### config.mk
export PLATFORM = sky130hd
export DESIGN_NAME = test
export DESIGN_NICKNAME = d
export VERILOG_FILES = /design/src/rtl/test_pkg.sv /design/src/rtl/spi_master_shift.sv /design/src/rtl/test.sv
export SDC_FILE = /design/constraint.sdc
export NUM_CORES = 1
export LEC_CHECK = 0
export CAP_MARGIN = 0
export CORE_MARGIN = 2
export CORE_UTILIZATION = 50
export DETAILED_ROUTE_END_ITERATION = 7
export PLACE_DENSITY = 0.76
export SYNTH_ARGS = -nofsm -noshare
export SYNTH_HDL_FRONTEND = slang
export SYNTH_SLANG_ARGS = --single-unit
### constraint.sdc
create_clock -name master_clk_i -period 2.95 [get_ports master_clk_i]
set_clock_uncertainty 0.15 [all_clocks]
set_input_delay 0.7375 -clock master_clk_i [delete_from_list [all_inputs] [get_ports master_clk_i]]
set_output_delay 0.7375 -clock master_clk_i [all_outputs]
set_load 0.005 [all_outputs]
### src/rtl/test_pkg.sv
// rtl/test_pkg.sv - shared encodings and constants for the flash-to-SRAM boot copier
package test_pkg;

    typedef enum logic [2:0] {
        IDLE  = 3'd0,
        CMD   = 3'd1,
        READ  = 3'd2,
        WRITE = 3'd3,
        CHECK = 3'd4,
        DONE  = 3'd5
    } state_t;

    localparam logic [7:0] CMD_READ       = 8'h03;
    localparam int         CMD_BITS       = 32;
    localparam int         WORD_BITS      = 16;
    localparam int         SRAM_WR_CYCLES = 4;
    localparam int         WR_CW          = $clog2(SRAM_WR_CYCLES);

endpackage

### src/rtl/spi_master_shift.sv
// rtl/spi_master_shift.sv - mode-0 SPI bit engine: clock divider, MSB-first shift out/in, bit strobe
module spi_master_shift #(
    parameter int CLK_DIV = 4
) (
    input  logic        clk,
    input  logic        rst,
    input  logic        run,
    input  logic [31:0] load_data,
    input  logic        miso,
    output logic        mosi,
    output logic        sck,
    output logic        bit_done,
    output logic [15:0] rx_data
);

    localparam int HALF = CLK_DIV / 2;
    localparam int CW   = (CLK_DIV > 2) ? $clog2(CLK_DIV) : 1;

    logic [CW-1:0] cnt;
    logic [31:0]   tx;

    // High on the edge that closes a bit: SCK falls and the next MOSI bit appears.
    assign bit_done = run && (cnt == CW'(CLK_DIV - 1));
    assign mosi     = tx[31];

    always_ff @(posedge clk) begin
        if (rst) begin
            cnt     <= '0;
            sck     <= 1'b0;
            tx      <= '0;
            rx_data <= '0;
        end else if (!run) begin
            cnt <= '0;
            sck <= 1'b0;
            tx  <= load_data;
        end else if (bit_done) begin
            cnt <= '0;
            sck <= 1'b0;
            tx  <= {tx[30:0], 1'b0};
        end else begin
            cnt <= cnt + 1'b1;
            if (cnt == CW'(HALF - 1)) begin
                sck     <= 1'b1;
                rx_data <= {rx_data[14:0], miso};
            end
        end
    end

endmodule

### src/rtl/test.sv
// rtl/test.sv - boot copier: streams an image from SPI flash into async SRAM and verifies its checksum
module test
    import test_pkg::*;
#(
    parameter int          CLK_DIV    = 4,
    parameter int          BOOT_WORDS = 256,
    parameter logic [23:0] FLASH_BASE = 24'h000000,
    parameter logic [21:0] SRAM_BASE  = 22'h000000
) (
    input  logic        master_clk_i,
    input  logic        master_rst_i,
    input  logic        MISO,
    output logic        MOSI,
    output logic        SS,
    output logic        SCK_SPI,
    output logic [21:0] sram_address_o,
    output logic [15:0] sram_datain_o,
    output logic [1:0]  sram_lb_ub_o,
    output logic        sram_cs_o,
    output logic        sram_oe_o,
    output logic        sram_we_o,
    output logic        sram_adv_o,
    output logic        sram_wait_o,
    output logic        sram_clk_o,
    output logic        bootstrap_initdone_o,
    output logic        error,
    output logic        reset,
    output logic        MISO1,
    output logic        MOSI1,
    output logic        SS1,
    output logic        SCK1
);

    localparam int IW = $clog2(BOOT_WORDS + 1);

    state_t            state;
    logic              run;
    logic              bit_done;
    logic              word_done;
    logic [4:0]        bit_cnt;
    logic [IW-1:0]     word_idx;
    logic [15:0]       sum;
    logic [WR_CW-1:0]  wr_cnt;
    logic [15:0]       rx_data;

    spi_master_shift #(.CLK_DIV(CLK_DIV)) u_spi (
        .clk       (master_clk_i),
        .rst       (master_rst_i),
        .run       (run),
        .load_data ({CMD_READ, FLASH_BASE}),
        .miso      (MISO),
        .mosi      (MOSI),
        .sck       (SCK_SPI),
        .bit_done  (bit_done),
        .rx_data   (rx_data)
    );

    assign word_done = bit_done && ((state == CMD) ? (bit_cnt == 5'(CMD_BITS - 1))
                                                   : (bit_cnt == 5'(WORD_BITS - 1)));

    assign sram_oe_o   = 1'b1;
    assign sram_wait_o = 1'b0;
    assign sram_clk_o  = 1'b0;
    assign reset       = master_rst_i | ~bootstrap_initdone_o;
    assign MISO1       = MISO;
    assign MOSI1       = MOSI;
    assign SS1         = SS;
    assign SCK1        = SCK_SPI;

    always_ff @(posedge master_clk_i) begin
        if (master_rst_i) begin
            state                <= IDLE;
            run                  <= 1'b0;
            SS                   <= 1'b1;
            bit_cnt              <= '0;
            word_idx             <= '0;
            sum                  <= '0;
            wr_cnt               <= '0;
            sram_address_o       <= '0;
            sram_datain_o        <= '0;
            sram_lb_ub_o         <= 2'b11;
            sram_cs_o            <= 1'b1;
            sram_we_o            <= 1'b1;
            sram_adv_o           <= 1'b1;
            bootstrap_initdone_o <= 1'b0;
            error                <= 1'b0;
        end else begin
            // Bit counting runs independently of the SRAM write so the stream never stalls.
            if (bit_done) begin
                bit_cnt <= word_done ? 5'd0 : bit_cnt + 5'd1;
            end
            case (state)
                IDLE: begin
                    SS    <= 1'b0;
                    run   <= 1'b1;
                    state <= CMD;
                end
                CMD: begin
                    if (word_done) state <= READ;
                end
                READ: begin
                    if (word_done) begin
                        sram_address_o <= SRAM_BASE + 22'(word_idx);
                        sram_datain_o  <= rx_data;
                        sram_cs_o      <= 1'b0;
                        sram_we_o      <= 1'b0;
                        sram_adv_o     <= 1'b0;
                        sram_lb_ub_o   <= 2'b00;
                        wr_cnt         <= '0;
                        sum            <= sum + rx_data;
                        word_idx       <= word_idx + 1'b1;
                        state          <= WRITE;
                    end
                end
                WRITE: begin
                    wr_cnt <= wr_cnt + 1'b1;
                    if (wr_cnt == WR_CW'(SRAM_WR_CYCLES - 2)) begin
                        sram_cs_o  <= 1'b1;
                        sram_we_o  <= 1'b1;
                        sram_adv_o <= 1'b1;
                    end
                    if (wr_cnt == WR_CW'(SRAM_WR_CYCLES - 1)) begin
                        sram_lb_ub_o <= 2'b11;
                        state        <= (word_idx == IW'(BOOT_WORDS)) ? CHECK : READ;
                    end
                end
                CHECK: begin
                    if (word_done) begin
                        SS                   <= 1'b1;
                        run                  <= 1'b0;
                        bootstrap_initdone_o <= 1'b1;
                        error                <= ((sum + rx_data) != 16'h0000);
                        state                <= DONE;
                    end
                end
                DONE: begin
                    state <= DONE;
                end
                default: state <= IDLE;
            endcase
        end
    end

endmodule

==> impl_results.md <==
- GRT Total Usage: 0.207
- Yosys cell types: 55
- Fraction of layout cells with a size suffix above 1: 0.0831
- 1st-pass router iterations: 4
- CTS tree: built
- Worst rel slew slack: 0.433
- Final core occ: 0.592
- Vias in the first global route: 3723
- Final Wtd Congestion: just over 0.9
- Crit path max fanout: 3
- I/O Buffers: 42
- Crit Path Category: flip-flop to flip-flop
- DR iter-0 viols: roughly 130
- Post-synth top area share: 0.410
- Largest net degree at the start of global routing: 86
- Post-synthesis register bit count: 93
- Synth Area per Inst: 8.00 um^2
- Clock Sinks: 93
- Fmax achieved: about 350 MHz
- Worst setup EP type: flip-flop
- Maximum VDD drop: ~0.24 mV
- Part of the power in combinational logic: 0.025
- Top cells by count, synth: 118 x nand2_1, 93 x dfxtp_1, 74 x a21oi_1
- Sequential Power Share: 0.589
- Post-synthesis sequential area ratio: 0.410
- Worst Hold Class: flip-flop to flip-flop
- Die W: 99.3 um
- Post-route ant nets: 0
- Layout area overhead: 14.2%
- Outcome: finished clean
- Area after DPL: approximately 4900 um^2
- DR vias/cell: 5.48
- First-pass GRT wire length: between 15000 and 20000 um
- Fin crit share: 0.957
- Required time of the critical path: between 3 and 4 ns
- Power Dens Cells: ~410 nW/um^2
- Max Cap Violations: 0
- CP Launch Type: flip-flop
- Nets: 623
- Die Span Y: 99.3 um
- TritonCTS Buffers: 9
- Post-synth EDFFs: 0
- CTS H-Tree Depth: 3
- Row count: 34
- Grt ovf: 0
- WL per Instance: 14.0 um
- Synth Instances: ~570
- Met2 wire len: 4560 um
- Post-route DRC: 0
- Part of the power in the clock network: 0.386
- Min Tclk post-route: about 2.8 ns
- Diode count: 0
- Initial antenna violation count: 0
- Synth Flop Type: dfxtp_1
- # IOs: roughly 60
- CTS max path bufs: 2
- Final hold vios: 0
- P_leak: ~1.9 nW
- Max layer used: met4
- Wire length on met1: about 4700 um
- HPWL after DPL: slightly below 7000 um
- Worst EP arrival: roughly 2.9 ns
- Die footprint: roughly 9900 um^2
- YS warnings: 0
- Final setup fails: 0
- P_sw: roughly 0.53 mW
- Synth async-reset ratio: 0
- CTS clk-pin slew, worst paths: 0.09 ns
- Pins Over Slew Limit: 0
- Via count of the routed design: between 3000 and 4000
- Core area: 8760 um^2
- Clock Latency Late Sink: 0.37 ns
- Cell area after layout: a little over 5000 um^2
- Post-Syn Area: 4540 um^2
- Most common cell in the synthesized netlist: nand2_1
- Met3 wire length: ~480 um
- Post-synth top area cell: dfxtp_1
- Clk root buf: clkbuf_8
- Starting Density: 0.519
- Worst-margin pin slew: ~0.85 ns
- Switching share of power: 0.247
- Internal power consumption: ~1.6 mW
- Top post-synthesis cells by area: dfxtp_1 41%, nand2_1 9.7%, a21oi_1 8.1%
- Final WL: 9930 um
## worst max-delay path, cell delays in order, from the launching register on
cell and delay (ns):
dfxtp_2 0.35, ha_4 0.17, fa_2 0.42, a211oi_4 0.30, buf_4 0.16, nor2_1 0.05
xor2_1 0.16, a211oi_2 0.20, nand4_1 0.11, or4_1 0.40, o31a_1 0.24
## sequential cells by signal, indices dropped and copies added, names as in the netlist, 2 cells and up
signal,flops
state,3
sram_address_o,9
wr_cnt,2
sram_datain_o,16
u_spi.rx_data,16
bit_cnt,5
u_spi.tx,8
sum,16
word_idx,9
u_spi.cnt,2
## cell usage in the layout, fill, tap and decap left out, types with 2 or more instances in the layout
cell               n
nor4_1             5
nand4_1            5
o21ba_2            2
a31oi_1            3
inv_6              4
nand2_1          118
o211ai_1           2
nand2b_1           5
o21ai_2            2
nor3_1            10
nor3b_1            6
o21ai_0            8
and4_1             2
mux2i_1            8
inv_1             11
a21oi_2            2
buf_4             13
a211oi_2           2
a21o_1             3
nor2_1            59
nor2b_1            3
or3_1              3
xnor2_1            7
dfxtp_2            2
a211o_1            2
a221o_1            2
a211oi_1           3
a21oi_1           72
dfxtp_1           91
and2_1             3
xor2_1            13
ha_1              21
nand3_1           14
conb_1            16
or2_2              2
nand3b_1           2
clkdlybuf4s50_1   41
clkbuf_8          10
## power by group through the flow
stage                     clock, mW  sequential, mW  combinational (mW)
final                         0.831            1.27              0.0537
after global routing          0.888            1.27              0.0607
after global placement            0            1.30              0.0521
after detailed placement          0            1.30              0.0536
after floorplan                   0            1.30              0.0536
after CTS                     0.843            1.27              0.0538
## final cells by class
type	count	area, um^2
inverters	11	41.3
fillers	786	3570
repair buffers	55	513
clock inverters	6	51.3
well taps	108	135
clock buffers	10	138
flip-flops and latches	93	1860
multi-input cells	427	2450
## worst paths after layout
path,start,endpoint,slack (ns),cells after the start
worst max register to register,sum[0]$_SDFFE_PP0P_,error$_SDFFE_PP0P_,0.13,10
worst min-delay path,sram_datain_o[9]$_SDFFE_PP0P_,sram_datain_o[9]$_SDFFE_PP0P_,0.31,2
worst max-delay path,sum[0]$_SDFFE_PP0P_,error$_SDFFE_PP0P_,0.13,10
worst min register to register,sram_datain_o[9]$_SDFFE_PP0P_,sram_datain_o[9]$_SDFFE_PP0P_,0.31,2
## metal layers
| metal | GRT usage | vias to the layer above |
|---|---|---|
| li1 | - | 1952 |
| met1 | 0.279 | 1816 |
| met2 | 0.338 | 109 |
| met3 | 0.0365 | 15 |
| met4 | 0.0685 | 0 |
| met5 | 0 | - |
## logic make-up (layout without fill, tap and decap cells)
group,after synthesis,in the layout,synth area share
adder cells (fa/ha/maj),23,23,0.0650
flip-flops,93,93,0.410
AO/OA/AOI/OAI,116,116,0.153
buffers and inverters,62,82,0.0738
XOR/XNOR,20,20,0.0385
AND/OR/NAND/NOR,244,244,0.241
other,2,16,0.00165
multiplexers,8,8,0.0176
## timing repair
action / 4_1_cts / 5_1_grt
buffers inserted: 0 / 1
pin swaps: 0 / 7
resized for setup: 1 / 15
hold buffers: 0 / 0
endpoints found under the setup margin: 1 / 1
## stage by stage
stage	std cells	setup TNS, ns	setup slack [ns]	power, mW	hold slack [ns]
after global routing	710	-0.0260	-0.0260	2.22	0.337
final	710	0	0.128	2.15	0.311
after detailed placement	693	0	0.00528	1.35	0.300
after floorplan	582	0	0.127	1.35	0.284
after CTS	709	0	0.0208	2.16	0.314
after global placement	693	0	0.0617	1.35	0.292
Note: power is estimated with default switching activity, not from simulation.
